### src/rtl/virtual_ds2431_rom_dispatcher.sv
// virtual_ds2431_rom_dispatcher
// ROM-layer sequencer for the virtual DS2431. After every bus reset it reads the
// ROM command byte, then either runs a ROM sub-block (Read/Match/Search) or handles
// Skip/Resume itself, and finally hands the byte transceiver to the function layer.
// It owns the single transceiver and muxes it to whichever layer currently runs.
module virtual_ds2431_rom_dispatcher #(
    parameter logic [7:0] CMD_READ   = 8'h33,
    parameter logic [7:0] CMD_MATCH  = 8'h55,
    parameter logic [7:0] CMD_SEARCH = 8'hF0,
    parameter logic [7:0] CMD_SKIP   = 8'hCC,
    parameter logic [7:0] CMD_RESUME = 8'hA5,
    parameter int         WDOG_W     = 16
) (
    input  logic        clk,
    input  logic        nRst,
    input  logic        busReset_i,
    input  logic [7:0]  rxDat_i,
    input  logic        transDone_i,
    output logic [7:0]  txDat_o,
    output logic        transTrig_o,
    output logic        nRxTx_o,
    output logic [2:0]  sub_run_o,
    input  logic [23:0] sub_txDat_i,
    input  logic [2:0]  sub_trig_i,
    input  logic [2:0]  sub_nRxTx_i,
    input  logic [2:0]  sub_done_i,
    input  logic [2:0]  sub_pass_i,
    output logic        func_run_o,
    input  logic [7:0]  func_txDat_i,
    input  logic        func_trig_i,
    input  logic        func_nRxTx_i,
    input  logic        func_done_i,
    output logic        rcFlag_o,
    output logic        stalled_o,
    output logic [7:0]  romCmd_o
);

    localparam int NSUB = 3;
    // Watchdog fires on the edge that ends the (2**WDOG_W-1)-th cycle in a phase.
    localparam logic [WDOG_W-1:0] WDOG_LAST = {{(WDOG_W-1){1'b1}}, 1'b0};

    typedef enum logic [2:0] {
        IDLE, GET_CMD, WAIT_CMD, DECODE, SUB, FUNC, STALL
    } state_t;

    state_t               state_q, state_d;
    logic [1:0]           subIdx_q, subIdx_d;
    logic                 rcFlag_q, rcFlag_d;
    logic [7:0]           romCmd_q, romCmd_d;
    logic [WDOG_W-1:0]    wdog_q, wdog_d;
    logic [NSUB-1:0]      subRun_q, subRun_d;
    logic                 funcRun_q, funcRun_d;
    logic                 transDone_q;
    logic [NSUB-1:0]      subDone_q;
    logic                 funcDone_q;

    logic                 transEdge;
    logic [NSUB-1:0]      subEdge;
    logic                 funcEdge;
    logic                 wdogHit;
    logic                 wdogPhase;
    logic [NSUB-1:0][7:0] subTx;

    assign transEdge = transDone_i & ~transDone_q;
    assign subEdge   = sub_done_i & ~subDone_q;
    assign funcEdge  = func_done_i & ~funcDone_q;
    assign subTx     = sub_txDat_i;
    assign wdogPhase = (state_q == WAIT_CMD) || (state_q == SUB) || (state_q == FUNC);
    assign wdogHit   = wdogPhase && (wdog_q == WDOG_LAST);

    // Next-state logic: phase sequencing, opcode decode, done handling, watchdog.
    always_comb begin
        state_d  = state_q;
        subIdx_d = subIdx_q;
        rcFlag_d = rcFlag_q;
        romCmd_d = romCmd_q;
        case (state_q)
            IDLE: ;
            GET_CMD: state_d = WAIT_CMD;
            WAIT_CMD: begin
                if (transEdge) begin
                    romCmd_d = rxDat_i;
                    state_d  = DECODE;
                end else if (wdogHit) begin
                    state_d = STALL;
                end
            end
            DECODE: begin
                case (romCmd_q)
                    CMD_READ:   begin subIdx_d = 2'd0; state_d = SUB; end
                    CMD_MATCH:  begin subIdx_d = 2'd1; state_d = SUB; end
                    CMD_SEARCH: begin subIdx_d = 2'd2; state_d = SUB; end
                    CMD_SKIP:   begin rcFlag_d = 1'b0; state_d = FUNC; end
                    CMD_RESUME: state_d = rcFlag_q ? FUNC : STALL;
                    default:    state_d = STALL;
                endcase
            end
            SUB: begin
                if (subEdge[subIdx_q]) begin
                    if (subIdx_q == 2'd0) begin
                        // Read ROM always selects the device.
                        rcFlag_d = 1'b0;
                        state_d  = FUNC;
                    end else begin
                        rcFlag_d = sub_pass_i[subIdx_q];
                        state_d  = sub_pass_i[subIdx_q] ? FUNC : STALL;
                    end
                end else if (wdogHit) begin
                    state_d = STALL;
                end
            end
            FUNC: begin
                if (funcEdge || wdogHit) state_d = STALL;
            end
            STALL: ;
            default: state_d = IDLE;
        endcase
        // A bus reset restarts the ROM layer from any state; rcFlag survives it.
        if (busReset_i) state_d = GET_CMD;
    end

    // Run levels follow the next state so they drop on the same edge the phase ends.
    always_comb begin
        subRun_d  = (state_d == SUB) ? (3'b001 << subIdx_d) : 3'b000;
        funcRun_d = (state_d == FUNC);
        wdog_d    = (wdogPhase && state_d == state_q) ? wdog_q + 1'b1 : '0;
    end

    // Transceiver mux: current owner drives, otherwise the bus idles.
    always_comb begin
        txDat_o     = 8'hFF;
        transTrig_o = 1'b0;
        nRxTx_o     = 1'b0;
        case (state_q)
            GET_CMD: transTrig_o = 1'b1;
            SUB: begin
                txDat_o     = subTx[subIdx_q];
                transTrig_o = sub_trig_i[subIdx_q];
                nRxTx_o     = sub_nRxTx_i[subIdx_q];
            end
            FUNC: begin
                txDat_o     = func_txDat_i;
                transTrig_o = func_trig_i;
                nRxTx_o     = func_nRxTx_i;
            end
            default: ;
        endcase
    end

    // State and history registers.
    always_ff @(posedge clk or negedge nRst) begin
        if (!nRst) begin
            state_q     <= IDLE;
            subIdx_q    <= 2'd0;
            rcFlag_q    <= 1'b0;
            romCmd_q    <= 8'h00;
            wdog_q      <= '0;
            subRun_q    <= '0;
            funcRun_q   <= 1'b0;
            transDone_q <= 1'b0;
            subDone_q   <= '0;
            funcDone_q  <= 1'b0;
        end else begin
            state_q     <= state_d;
            subIdx_q    <= subIdx_d;
            rcFlag_q    <= rcFlag_d;
            romCmd_q    <= romCmd_d;
            wdog_q      <= wdog_d;
            subRun_q    <= subRun_d;
            funcRun_q   <= funcRun_d;
            transDone_q <= transDone_i;
            subDone_q   <= sub_done_i;
            funcDone_q  <= func_done_i;
        end
    end

    assign sub_run_o  = subRun_q;
    assign func_run_o = funcRun_q;
    assign rcFlag_o   = rcFlag_q;
    assign stalled_o  = (state_q == STALL);
    assign romCmd_o   = romCmd_q;

endmodule

### config.mk
export PLATFORM = sky130hd
export DESIGN_NAME = virtual_ds2431_rom_dispatcher
export DESIGN_NICKNAME = d
export VERILOG_FILES = /design/src/rtl/virtual_ds2431_rom_dispatcher.sv
export SDC_FILE = /design/constraint.sdc
export NUM_CORES = 1
export LEC_CHECK = 0
export ABC_AREA = 1
export BUFFER_PORTS_ARGS = -buffer_cell sky130_fd_sc_hd__clkbuf_2
export CAP_MARGIN = 15
export CORE_ASPECT_RATIO = 0.6
export CORE_MARGIN = 2
export CORE_UTILIZATION = 54
export CTS_CLUSTER_DIAMETER = 150
export DETAILED_ROUTE_END_ITERATION = 12
export PLACE_DENSITY = 0.85
export SLEW_MARGIN = 20
export SYNTH_ARGS = -nofsm -noshare
export SYNTH_HDL_FRONTEND = slang
export SYNTH_SLANG_ARGS = --single-unit
### constraint.sdc
create_clock -name clk -period 5.5 [get_ports clk]
set_clock_uncertainty 0.1 [all_clocks]
set_input_delay 0.275 -clock clk [delete_from_list [all_inputs] [get_ports clk]]
set_output_delay 0.275 -clock clk [all_outputs]
set_load 0.01 [all_outputs]
==> out/qor.yml <==
worst_setup_path:
  cp.arrival_ns: 2.94
  end_kind: "flop"
  reg2reg_from: "subIdx_q[0]$_DFF_PN0_"
  path_class: "flop to flop"
  reg2reg_depth: 13
  r2r-end: "wdog_q[1]$_DFF_PN0_"
  critical_path_required_ns: 5.57
  regToRegSetupSlack_ns: 2.63
  crit_fanout: 16
  start_kind: "flop"
yosys:
  synth-seq-area-share_pct: 42.1
  synthTopCellsByArea: "dfrtp_1 42%, nand2_1 13%, nor2_1 7.3%"
  synthTopCellsByCount: "80 x nand2_1, 45 x nor2_1, 39 x dfrtp_1, 39 x inv_1, 24 x nand3_1"
  synth.largest_area_cell: "dfrtp_1"
  syn_nets: 377
  syn_avg_cell_area_um2: 7.34
  synth_edf_count: 0
  synth_area_um2: 2320
  syn_inst: 316
  ys_ff_latch: 39
  synth_ff_type: "dfrtp_1"
  yosys_warnings: 0
  yosysMostFrequentCell: "nand2_1"
  synthArstFlopShare_pct: 100
  synth_cell_type_count: 32
  synth_top_area_share_pct: 42.1
clocking:
  cts_resized: 0
  cts_root_buf: "clkbuf_8"
  clkTransAtPathRegs_ns: 0.07
  cts_tree: "done"
  clkSinkCount: 39
  cts_setup_buffers: 0
  clock_latency_ns: 0.30
  cts_buffers: 5
  clk_path_buf_depth: 2
  h-tree-depth: 2
  holdBufCountCts: 2
power_and_ir_drop:
  power.density_nw_per_um2: 252
  peakVddDrop_mv: 0.177
  power_leakage_nw: 1.53
final_layout:
  area_delta_synth_final_pct: 24.1
  fin_util_pct: 69.8
  multi_input_area_um2: 1160
  ff_latch_area_um2: 976
  fin_nets: 462
  n_antenna_cell: 0
  drive_gt1_share_pct: 27.9
  fillers: 376
timing:
  fin_crit_ns: 2.87
  relSlewSlack_pct: 38.3
  timing.fmax_mhz: 348
  setup_violations: 0
  holdWs_ns: 0.00310
  worst_pin_slew_ns: 0.926
  hold_viol: 0
  rsz0062_at_grt: "false"
  period_share_pct: 52.2
  slew_viol_final: 0
  fin_setup_tns_ns: 0
drt:
  drt_iter0_drc: 192
  routed_wl_um: 5880
  detail-route-antenna-nets: 0
  drc_errors: 0
  vias: 2388
  vias_per_cell: 5.17
  wl_per_cell_um: 12.7
  firstDrtPassIters: 5
floorplan:
  dieHeight_um: 54.8
  num_io_pins: 83
  die-area_um2: 4850
  initial_core_util_pct: 56.3
  core_area_um2: 4120
  core.rowCount: 18
  die_w_um: 88.6
global_routing:
  grt_max_degree: 40
  antenna_found_initial: 0
  grt_usage_pct: 25.0
  grt_pass1_wl_um: 9090
  grt_overflow_total: 0
  grt_pass1_vias: 1925
place:
  io_buffers: 81
  dp_hpwl_um: 4520
  routabilityCongestion: 0.888
min_path:
  min_path_type: "input pin to async pin"
outcome:
  status: "complete, no violations"
job:
  maxCapViolCount: 0
routing by layer:
layer	vias to the layer above	share of wire, %	GRT usage, %
li1	1171	-	-
met1	1120	49	38.2
met2	90	44	35.6
met3	7	6.0	5.28
met4	0	0.75	6.57
met5	-	0	0
sequential cells by signal (all words and copies together) (netlist names):
signal       count
subDone_q        3
transDone_q      1
sub_run_o        3
subIdx_q         2
func_run_o       1
state_q          3
rcFlag_o         1
romCmd_o         8
funcDone_q       1
wdog_q          16
how the worst max path moves through the flow:
stage	start	endpoint	slack (ns)	cells after the start
CTS	subIdx_q[0]$_DFF_PN0_	wdog_q[1]$_DFF_PN0_	2.70	12
floorplan	wdog_q[0]$_DFF_PN0_	wdog_q[7]$_DFF_PN0_	3.66	14
finish	subIdx_q[0]$_DFF_PN0_	wdog_q[1]$_DFF_PN0_	2.63	13
global placement	state_q[1]$_DFF_PN0_	wdog_q[3]$_DFF_PN0_	2.85	11
detailed placement	subIdx_q[0]$_DFF_PN0_	wdog_q[1]$_DFF_PN0_	2.74	12
global route	subIdx_q[0]$_DFF_PN0_	wdog_q[1]$_DFF_PN0_	2.38	12
cell usage in the layout (no fill, tap or decap), types with 2 or more instances in the layout:
cell / netlist / layout
clkbuf_2: 0 / 81
nand2_2: 2 / 2
o21ai_0: 3 / 3
dlygate4sd3_1: 0 / 3
xor2_1: 8 / 8
nand3_2: 2 / 2
clkbuf_1: 4 / 2
nand4_1: 4 / 4
a22oi_1: 9 / 9
inv_2: 2 / 2
nor3_1: 5 / 5
ha_1: 2 / 2
xnor2_1: 3 / 3
or2_2: 2 / 2
clkbuf_8: 0 / 5
nor2_1: 45 / 45
dfrtp_1: 39 / 39
nor2_2: 12 / 12
inv_1: 39 / 39
o22ai_1: 2 / 2
a21oi_1: 17 / 17
nand2_1: 80 / 80
nand3_1: 24 / 24
power by group:
part	internal [mW]	switching (mW)
Sequential	0.315	0.0337
Clock	0.0889	0.0981
Combinational	0.0763	0.114
Total	0.481	0.246
per-stage QoR:
| step | cells | total power [mW] | instance area [µm²] | setup WS, ns |
|---|---|---|---|---|
| 6_report | 462 | 0.727 | 2880 | 2.63 |
| 4_1_cts | 461 | 0.727 | 2870 | 2.70 |
| 3_5_place_dp | 451 | 0.541 | 2770 | 2.74 |
| 2_1_floorplan | 316 | 0.459 | 2320 | 3.66 |
| 3_3_place_gp | 451 | 0.533 | 2770 | 2.85 |
| 5_1_grt | 462 | 0.775 | 2880 | 2.38 |
critical path, stage by stage, from the launching register on:
cell     delay, ns
dfrtp_1       0.42
inv_1         0.10
nor2_1        0.63
nand2_1       0.16
nand2_1       0.11
nor2_1        0.06
nand3_1       0.07
nand2_1       0.07
nor2_1        0.26
nand3_1       0.17
nand2_1       0.10
nand2_1       0.07
nand3_2       0.35
nor2_1        0.08
cells by family (layout without fill, tap and decap cells):
logic type / after synthesis / after routing / synth area share, %
buffers and inverters: 47 / 133 / 8.09
and+or+nand+nor: 179 / 179 / 34.0
adders and majority gates: 2 / 2 / 1.08
DFF: 39 / 39 / 42.1
xor gates and xnor gates: 11 / 11 / 4.15
AOI/OAI and AO/OA: 37 / 37 / 10.1
muxes: 1 / 1 / 0.485
cell type report:
class | count | share of cell area [%]
sequential | 39 | 33.9
timing repair buffer | 84 | 15.1
tap | 60 | 2.61
clock buffer | 7 | 2.65
inverter | 41 | 5.35
multi-input combinational | 230 | 40.2
clock inverter | 1 | 0.174
Note: power is estimated with default switching activity, not from simulation.
